### config.mk
export PLATFORM = sky130hd
export DESIGN_NAME = mem_arbiter
export DESIGN_NICKNAME = d
export VERILOG_FILES = /design/src/rtl/mem_arbiter.sv
export SDC_FILE = /design/constraint.sdc
export NUM_CORES = 1
export LEC_CHECK = 0
export ABC_AREA = 1
export ABC_CLOCK_PERIOD_IN_PS = 2300
export BUFFER_PORTS_ARGS = -buffer_cell sky130_fd_sc_hd__buf_4
export CELL_PAD_IN_SITES_DETAIL_PLACEMENT = 1
export CELL_PAD_IN_SITES_GLOBAL_PLACEMENT = 2
export CORE_ASPECT_RATIO = 0.9
export CORE_MARGIN = 10
export CORE_UTILIZATION = 11
export DETAILED_ROUTE_END_ITERATION = 8
export PLACE_DENSITY_LB_ADDON = 0.1
export SYNTH_ARGS = -nofsm -noshare
export SYNTH_HDL_FRONTEND = slang
export SYNTH_SLANG_ARGS = --single-unit
### constraint.sdc
create_clock -name sys_clk -period 2.3 [get_ports sys_clk]
set_clock_uncertainty 0.1 [all_clocks]
set_input_delay 0.115 -clock sys_clk [delete_from_list [all_inputs] [get_ports sys_clk]]
set_output_delay 0.115 -clock sys_clk [all_outputs]
set_load 0.02 [all_outputs]
### src/rtl/mem_arbiter.sv
// ---------------------------------------------------------------------------
// mem_arbiter
//
// Purpose:
//   Shares one single-port synchronous RAM between two requesters. The RAM
//   has a 1-cycle read latency and byte-lane write enables.
//   - Requester 0 is the instruction-side read port (read-only).
//   - Requester 1 is the execution-stage load/store port.
//   At most one RAM access is issued per cycle. Read data is routed back to
//   the requester that issued the read. A stall request is raised whenever
//   an access is denied.
//
// Arbitration:
//   Default build: requester 1 has fixed priority. If requester 0 has been
//   denied STARVE_LIMIT consecutive cycles, it wins the next contended cycle.
//   With MEM_ARB_ROUND_ROBIN_EN defined, contended cycles alternate between
//   the requesters. A last-winner register starts at requester 1, so
//   requester 0 wins the first contended cycle.
//
// Ports:
//   sys_clk, sys_rst_n          clock, asynchronous active-low reset
//   m0_req/m0_addr              requester 0 read request
//   m0_gnt/m0_rvalid/m0_rdata   requester 0 grant and read return
//   m1_req/m1_we/m1_addr/m1_wdata  requester 1 request (m1_we == 0 is a read)
//   m1_gnt/m1_rvalid/m1_rdata   requester 1 grant and read return
//   ram_ren/ram_wen/ram_addr/ram_wdata/ram_rdata  RAM port
//   stall_req                   an access is being denied this cycle
// ---------------------------------------------------------------------------
module mem_arbiter #(
    parameter int ADDR_W       = 32,
    parameter int DATA_W       = 32,
    parameter int STARVE_LIMIT = 4
) (
    input  logic                  sys_clk,
    input  logic                  sys_rst_n,
    input  logic                  m0_req,
    input  logic [ADDR_W-1:0]     m0_addr,
    output logic                  m0_gnt,
    output logic                  m0_rvalid,
    output logic [DATA_W-1:0]     m0_rdata,
    input  logic                  m1_req,
    input  logic [DATA_W/8-1:0]   m1_we,
    input  logic [ADDR_W-1:0]     m1_addr,
    input  logic [DATA_W-1:0]     m1_wdata,
    output logic                  m1_gnt,
    output logic                  m1_rvalid,
    output logic [DATA_W-1:0]     m1_rdata,
    output logic                  ram_ren,
    output logic [DATA_W/8-1:0]   ram_wen,
    output logic [ADDR_W-1:0]     ram_addr,
    output logic [DATA_W-1:0]     ram_wdata,
    input  logic [DATA_W-1:0]     ram_rdata,
    output logic                  stall_req
);

    localparam int NB = DATA_W / 8;

    localparam logic [1:0] OWNER_NONE = 2'd0;
    localparam logic [1:0] OWNER_M0   = 2'd1;
    localparam logic [1:0] OWNER_M1   = 2'd2;

    logic [1:0] resp_owner_reg;
    logic [1:0] resp_owner_next;
    logic       m0_wins;   // who takes a contended cycle
    logic       m1_read;

`ifdef MEM_ARB_ROUND_ROBIN_EN
    // 1 = requester 1 won the last contended cycle, so requester 0 goes next.
    logic last_winner_reg;
    logic last_winner_next;

    assign m0_wins = last_winner_reg;

    always_comb begin
        last_winner_next = last_winner_reg;
        if (m0_req && m1_req) begin
            last_winner_next = m1_gnt;
        end
    end

    always_ff @(posedge sys_clk or negedge sys_rst_n) begin
        if (!sys_rst_n) begin
            last_winner_reg <= 1'b1;
        end else begin
            last_winner_reg <= last_winner_next;
        end
    end
`else
    localparam logic [3:0] LIMIT = 4'(STARVE_LIMIT);

    logic [3:0] starve_cnt_reg;
    logic [3:0] starve_cnt_next;

    assign m0_wins = (starve_cnt_reg >= LIMIT);

    // The count tracks consecutive denied cycles of requester 0. It
    // saturates so that a long starvation cannot wrap back below the limit.
    always_comb begin
        starve_cnt_next = 4'd0;
        if (m0_req && !m0_gnt) begin
            starve_cnt_next = (starve_cnt_reg == 4'hF) ? starve_cnt_reg
                                                       : starve_cnt_reg + 4'd1;
        end
    end

    always_ff @(posedge sys_clk or negedge sys_rst_n) begin
        if (!sys_rst_n) begin
            starve_cnt_reg <= 4'd0;
        end else begin
            starve_cnt_reg <= starve_cnt_next;
        end
    end
`endif

    // Grants are mutually exclusive. On a contended cycle, m0_wins selects
    // exactly one requester. Both grants are held low during reset.
    assign m0_gnt = sys_rst_n & m0_req & (~m1_req | m0_wins);
    assign m1_gnt = sys_rst_n & m1_req & ~(m0_req & m0_wins);

    assign m1_read   = m1_gnt & (m1_we == '0);
    assign ram_ren   = m0_gnt | m1_read;
    assign ram_addr  = m0_gnt ? m0_addr : (m1_gnt ? m1_addr : '0);
    assign stall_req = sys_rst_n & ((m0_req & ~m0_gnt) | (m1_req & ~m1_gnt));

    // Only requester 1 can write, so the write lanes come from requester 1.
    genvar gi;
    generate
        for (gi = 0; gi < NB; gi++) begin : g_lane
            assign ram_wen[gi]             = m1_gnt & m1_we[gi];
            assign ram_wdata[gi*8 +: 8]    = m1_gnt ? m1_wdata[gi*8 +: 8] : 8'h00;
        end
    endgenerate

    // Record which requester owns the RAM output on the next cycle.
    always_comb begin
        resp_owner_next = OWNER_NONE;
        if (m0_gnt) begin
            resp_owner_next = OWNER_M0;
        end else if (m1_read) begin
            resp_owner_next = OWNER_M1;
        end
    end

    // Reset clears the owner, which discards any read that is in flight.
    always_ff @(posedge sys_clk or negedge sys_rst_n) begin
        if (!sys_rst_n) begin
            resp_owner_reg <= OWNER_NONE;
        end else begin
            resp_owner_reg <= resp_owner_next;
        end
    end

    assign m0_rvalid = (resp_owner_reg == OWNER_M0);
    assign m1_rvalid = (resp_owner_reg == OWNER_M1);
    assign m0_rdata  = m0_rvalid ? ram_rdata : '0;
    assign m1_rdata  = m1_rvalid ? ram_rdata : '0;

endmodule
* Word-level counts from Yosys, hierarchy flattened
Index checks and enable logic that the tools add are counted.
** Cells by class
- Equality and inequality tests :: 4
- Order comparisons :: 1
- Add/sub/neg operators :: 1
- Mux-type cells :: 12
- Bitwise gates (word level) :: 20
- Reductions and logical operators :: 3
** Operators with widths (number)
- 32-bit 2-to-1 mux :: 4
- 8-bit 2-to-1 mux :: 4
- 1-bit bitwise AND :: 13
- 4-bit 2-to-1 mux :: 2
- 4-bit by 1-bit adder with 4-bit output, second input constant :: 1
- 4-bit == test, second input constant :: 1
- 4-bit by 3-bit greater-or-equal comparator with 1-bit output, second input constant :: 1
- 4-bit logical NOT :: 1
- 2-bit 2-to-1 mux :: 2
- 1-bit inverter :: 4
- 1-bit bitwise OR :: 3
- 2-bit by 1-bit == test with 1-bit output, second input constant :: 1
- 2-bit == test, second input constant :: 1
- 2-bit inequality test, second input constant :: 1
- 1-bit logical AND :: 1
- 1-bit logical NOT :: 1
** Storage, ports and cells
- Input bits :: 136
- Output and inout bits :: 138
- Flip-flop bits (word level) :: 6

* Logic depth before layout (Yosys ltp)
- Depth after elaboration :: 8
- Mapped depth :: 7
- Gate-level depth less buffers :: 7

* Worst setup path before layout
Ideal clock, no wire load.
- Path kind :: flip-flop to output port
- Start point :: register resp_owner_reg[0]
- End point :: output m1_rdata[0]
- Stages on the path, launching flop included :: 5
- Setup slack :: 0.770 ns
- Data arrival time :: 1.315 ns
- Cells stage by stage :: dfrtp_1 > nor2_1 > inv_1 > buf_2 > nor2_1
** On the way
- Word-level cells in the longest chain between the ends :: 2
** RTL lines
- from (decl) :: RTL line 62 : logic [1:0] resp_owner_reg;
- from (signal assigned) :: RTL line 149 : resp_owner_reg <= resp_owner_next;
- 2-bit == test :: RTL line 154 : assign m1_rvalid = (resp_owner_reg == OWNER_M1);
- via m1_rvalid :: RTL line 46 : output logic m1_rvalid,
- 32-bit 2-to-1 mux :: RTL line 156 : assign m1_rdata = m1_rvalid ? ram_rdata : '0;
- to (decl) :: RTL line 47 : output logic [DATA_W-1:0] m1_rdata,
The timed path passes the listed nets, and every way through them passes these cells.

* Worst setup path after layout
- Start point :: register starve_cnt_reg[2]
- End point :: output ram_addr[7]
** On the way
- Word-level cells in the longest chain between the ends :: 6
- Elaborated cells on any way between the ends :: 8
- Those cells by class :: order compare: 1; mux: 2; bitwise: 5
** RTL lines
- from (decl) :: RTL line 91 : logic [3:0] starve_cnt_reg;
- from (signal assigned) :: RTL line 110 : starve_cnt_reg <= starve_cnt_next;
- 4-bit by 3-bit greater-or-equal comparator with 1-bit output * :: RTL line 94 : assign m0_wins = (starve_cnt_reg >= LIMIT);
- 1-bit bitwise AND :: RTL line 118 : assign m1_gnt = sys_rst_n & m1_req & ~(m0_req & m0_wins);
- 1-bit inverter :: RTL line 118
- 1-bit bitwise AND :: RTL line 118
- 32-bit 2-to-1 mux :: RTL line 122 : assign ram_addr = m0_gnt ? m0_addr : (m1_gnt ? m1_addr : '0);
- 32-bit 2-to-1 mux * :: RTL line 122
- to (decl) :: RTL line 50 : output logic [ADDR_W-1:0] ram_addr,
Every way passes the cells marked *; elsewhere a longest branch is shown, timed or not.

==> flow_summary.toml <==
[grt]
grt_pass1_vias = 3237
antenna_found_initial = 0
grt_overflow = 0
grt_pass1_wl_mm = 19.48
grt_max_degree = 41
track_usage = 0.1117

[yosys]
ys_types = 15
synth-seq-area-share = 0.08602
syn_area_sq_um = 1745
synth_top_area_cell = "inv_1"
synth-seq-cells = 6
synth.top_cell.area_share = 0.2387
synth_nets = 477
synth.avg_cell_area_sq_um = 5.134
ys_warn_count = 0
synthCells = 340
synth_area_leaders = "inv_1 (24%), nor2_1 (24%), o21ai_2 (17%), nand3_1 (10%), dfrtp_1 (8.6%)"

[critical_path]
cp_cell_sequence = "nor2_1 -> nand2_2 -> nand3_1 -> o21ai_2 -> buf_4"
critPathKind = "reg2out"
r2r_cells = 5
slowest_stage = "nand2_2"
cp.arrival_ps = 1800
rr_endpoint = "starve_cnt_reg[3]"
cp.required_ps = 2090
path_max_fanout = 33
critPathMaxStageDelay_ps = 540
rr_startpoint = "starve_cnt_reg[2]"
start_kind = "flop"
rrSetupSlack_ps = 580
cp-end-kind = "output pin"

[die]
die_y_um = 139.5
fp-row-count = 43
start_util = 0.1126
top_level_ports = 274
core_area_sq_um = 15490
die_w_um = 152.8
die-area_sq_um = 21310

[power_and_ir_drop]
vdd_drop_max_uv = 173.2
p_leak_nw = 2.545
powerDensity_nw_per_um2 = 263.3

[cells_and_area]
largest_reg_flops = 4
seq_area_sq_um = 150.1
layout-drive-gt1-share = 0.5267
nNetsFinal = 739
fill_cells = 2032
multi_input_area_sq_um = 997.2
area_delta_synth_final_pct = 128.7
n_antenna_cell = 0
layout.cells.non_filler = 802

[detailed_routing]
vias = 2971
firstDrtPassIters = 4
drtIter0Drc = 79
via_per_inst = 3.704
wirelength_mm = 12.89
drc = 0
wl_per_cell_um = 16.07
postRouteAntennaNets = 0

[timing]
max_freq_ghz = 0.4962
final.setup.tns_ps = 0
setup_slack_ps = 284.5
setup_viol = 0
holdWs_ps = 133.7
max_slew_margin = 0.3083
period_minus_slack_ps = 2016
hold_violations = 0
tightest_slew_ps = 1036
fin_crit_sh = 0.8763
rsz0062_at_grt = "false"
slew_violations = 0

[worst_hold_path]
worstHoldEndpoint = "resp_owner_reg[1]"
holdPathStages = 4
hp-start = "m1_we[1]"
hold_path.class = "in2reg"

[placed_design]
portBuffers = 273
dp_cells = 798
dp_slack_ps = 484.9
dpl.hpwl_mm = 11.23
gp_congestion = 0.7675

[clock_network]
cts_made_buffers = 3
cts_root_buffer = "clkbuf_16"
h-tree-depth = 1
postCtsSetupRepairBufs = 0
cts_buffer_depth = 2
clock-sinks = 6
path_clk_slew_ps = 30
clk_latency_ps = 230
cts_tree = "built"

[run_status]
status = "completed"

[run]
maxCapViolations = 0
cell usage in the layout (no fill, tap or decap):
cell,instances
nand2_4,2
o21ai_2,33
clkbuf_16,3
nor2_1,111
nand2_2,1
inv_4,1
buf_12,1
inv_1,111
dfrtp_1,6
nand2_1,16
o21ai_0,2
nand3_1,36
ha_1,1
dlygate4sd3_1,1
buf_4,275
cell type report:
class / instances / share of cell area
timing repair buffer: 277 / 0.5246
tap: 202 / 0.06330
multi-input combinational: 202 / 0.2498
sequential: 6 / 0.03761
clock buffer: 3 / 0.01880
inverter: 112 / 0.1059
worst max-delay path by stage:
stage                       from           end  slack (ps)  cells past startpoint
4_1_cts                sys_rst_n  ram_addr[17]         140                      7
2_1_floorplan  resp_owner_reg[0]   m1_rdata[0]         770                      4
6_report       starve_cnt_reg[2]   ram_addr[7]         280                      5
3_5_place_dp   starve_cnt_reg[2]  ram_addr[17]         480                      5
3_3_place_gp   starve_cnt_reg[2]   ram_addr[3]         490                      5
5_1_grt        starve_cnt_reg[2]  ram_addr[12]          60                      5
report_power, final:
group / switching (mW) / internal [mW]
Sequential: 0.00582 / 0.111
Combinational: 0.341 / 0.312
Clock: 0.0583 / 0.223
Total: 0.405 / 0.646
worst max-delay path: cells and delay by family (launching register included):
family | cells | cell delay [ps]
AOI/OAI and AO/OA | 1 | 100
buffers and inverters | 1 | 150
DFF | 1 | 460
and+or+nand+nor | 3 | 830
cells by family (layout without fill, tap and decap cells):
kind of cell / after synthesis / in the layout / synth area share
compound gates: 35 / 35 / 0.1713
fa+ha+maj: 1 / 1 / 0.007167
buf+inv: 132 / 392 / 0.3427
flops: 6 / 6 / 0.08602
simple gates: 166 / 166 / 0.3928
through the flow:
step           utilization  total power, mW  instance area, sq um
6_report            0.2577            1.051                  3993
5_1_grt             0.2577            1.131                  3993
4_1_cts             0.2575            1.073                  3990
3_5_place_dp        0.2520           0.7836                  3905
3_3_place_gp        0.2520           0.7778                  3905
2_1_floorplan            -           0.4275                  1745
cell usage after synthesis (all sizes together):
cell and instances:
inv 112, nor2 111, nand3 36, o21ai 35, nand2 19, buf 12, clkbuf 8, dfrtp 6
ha 1
layer usage:
layer  up-vias  share of wire  track usage  routed length [um]
li1       1481              -            -                   -
met1      1331           0.38       0.1199                4902
met2       155           0.51       0.2070                6629
met3         4           0.10      0.04375                1296
met4         0         0.0047      0.01354                  60
met5         -              0            0                   0
timing repair:
action / 4_1_cts / 5_1_grt
gates resized for setup: 0 / 2
hold endpoints to repair: 6 / 0
setup endpoints to repair: 0 / 3
hold buffers: 1 / 0
No activity file was read; power rests on OpenSTA's default activity.
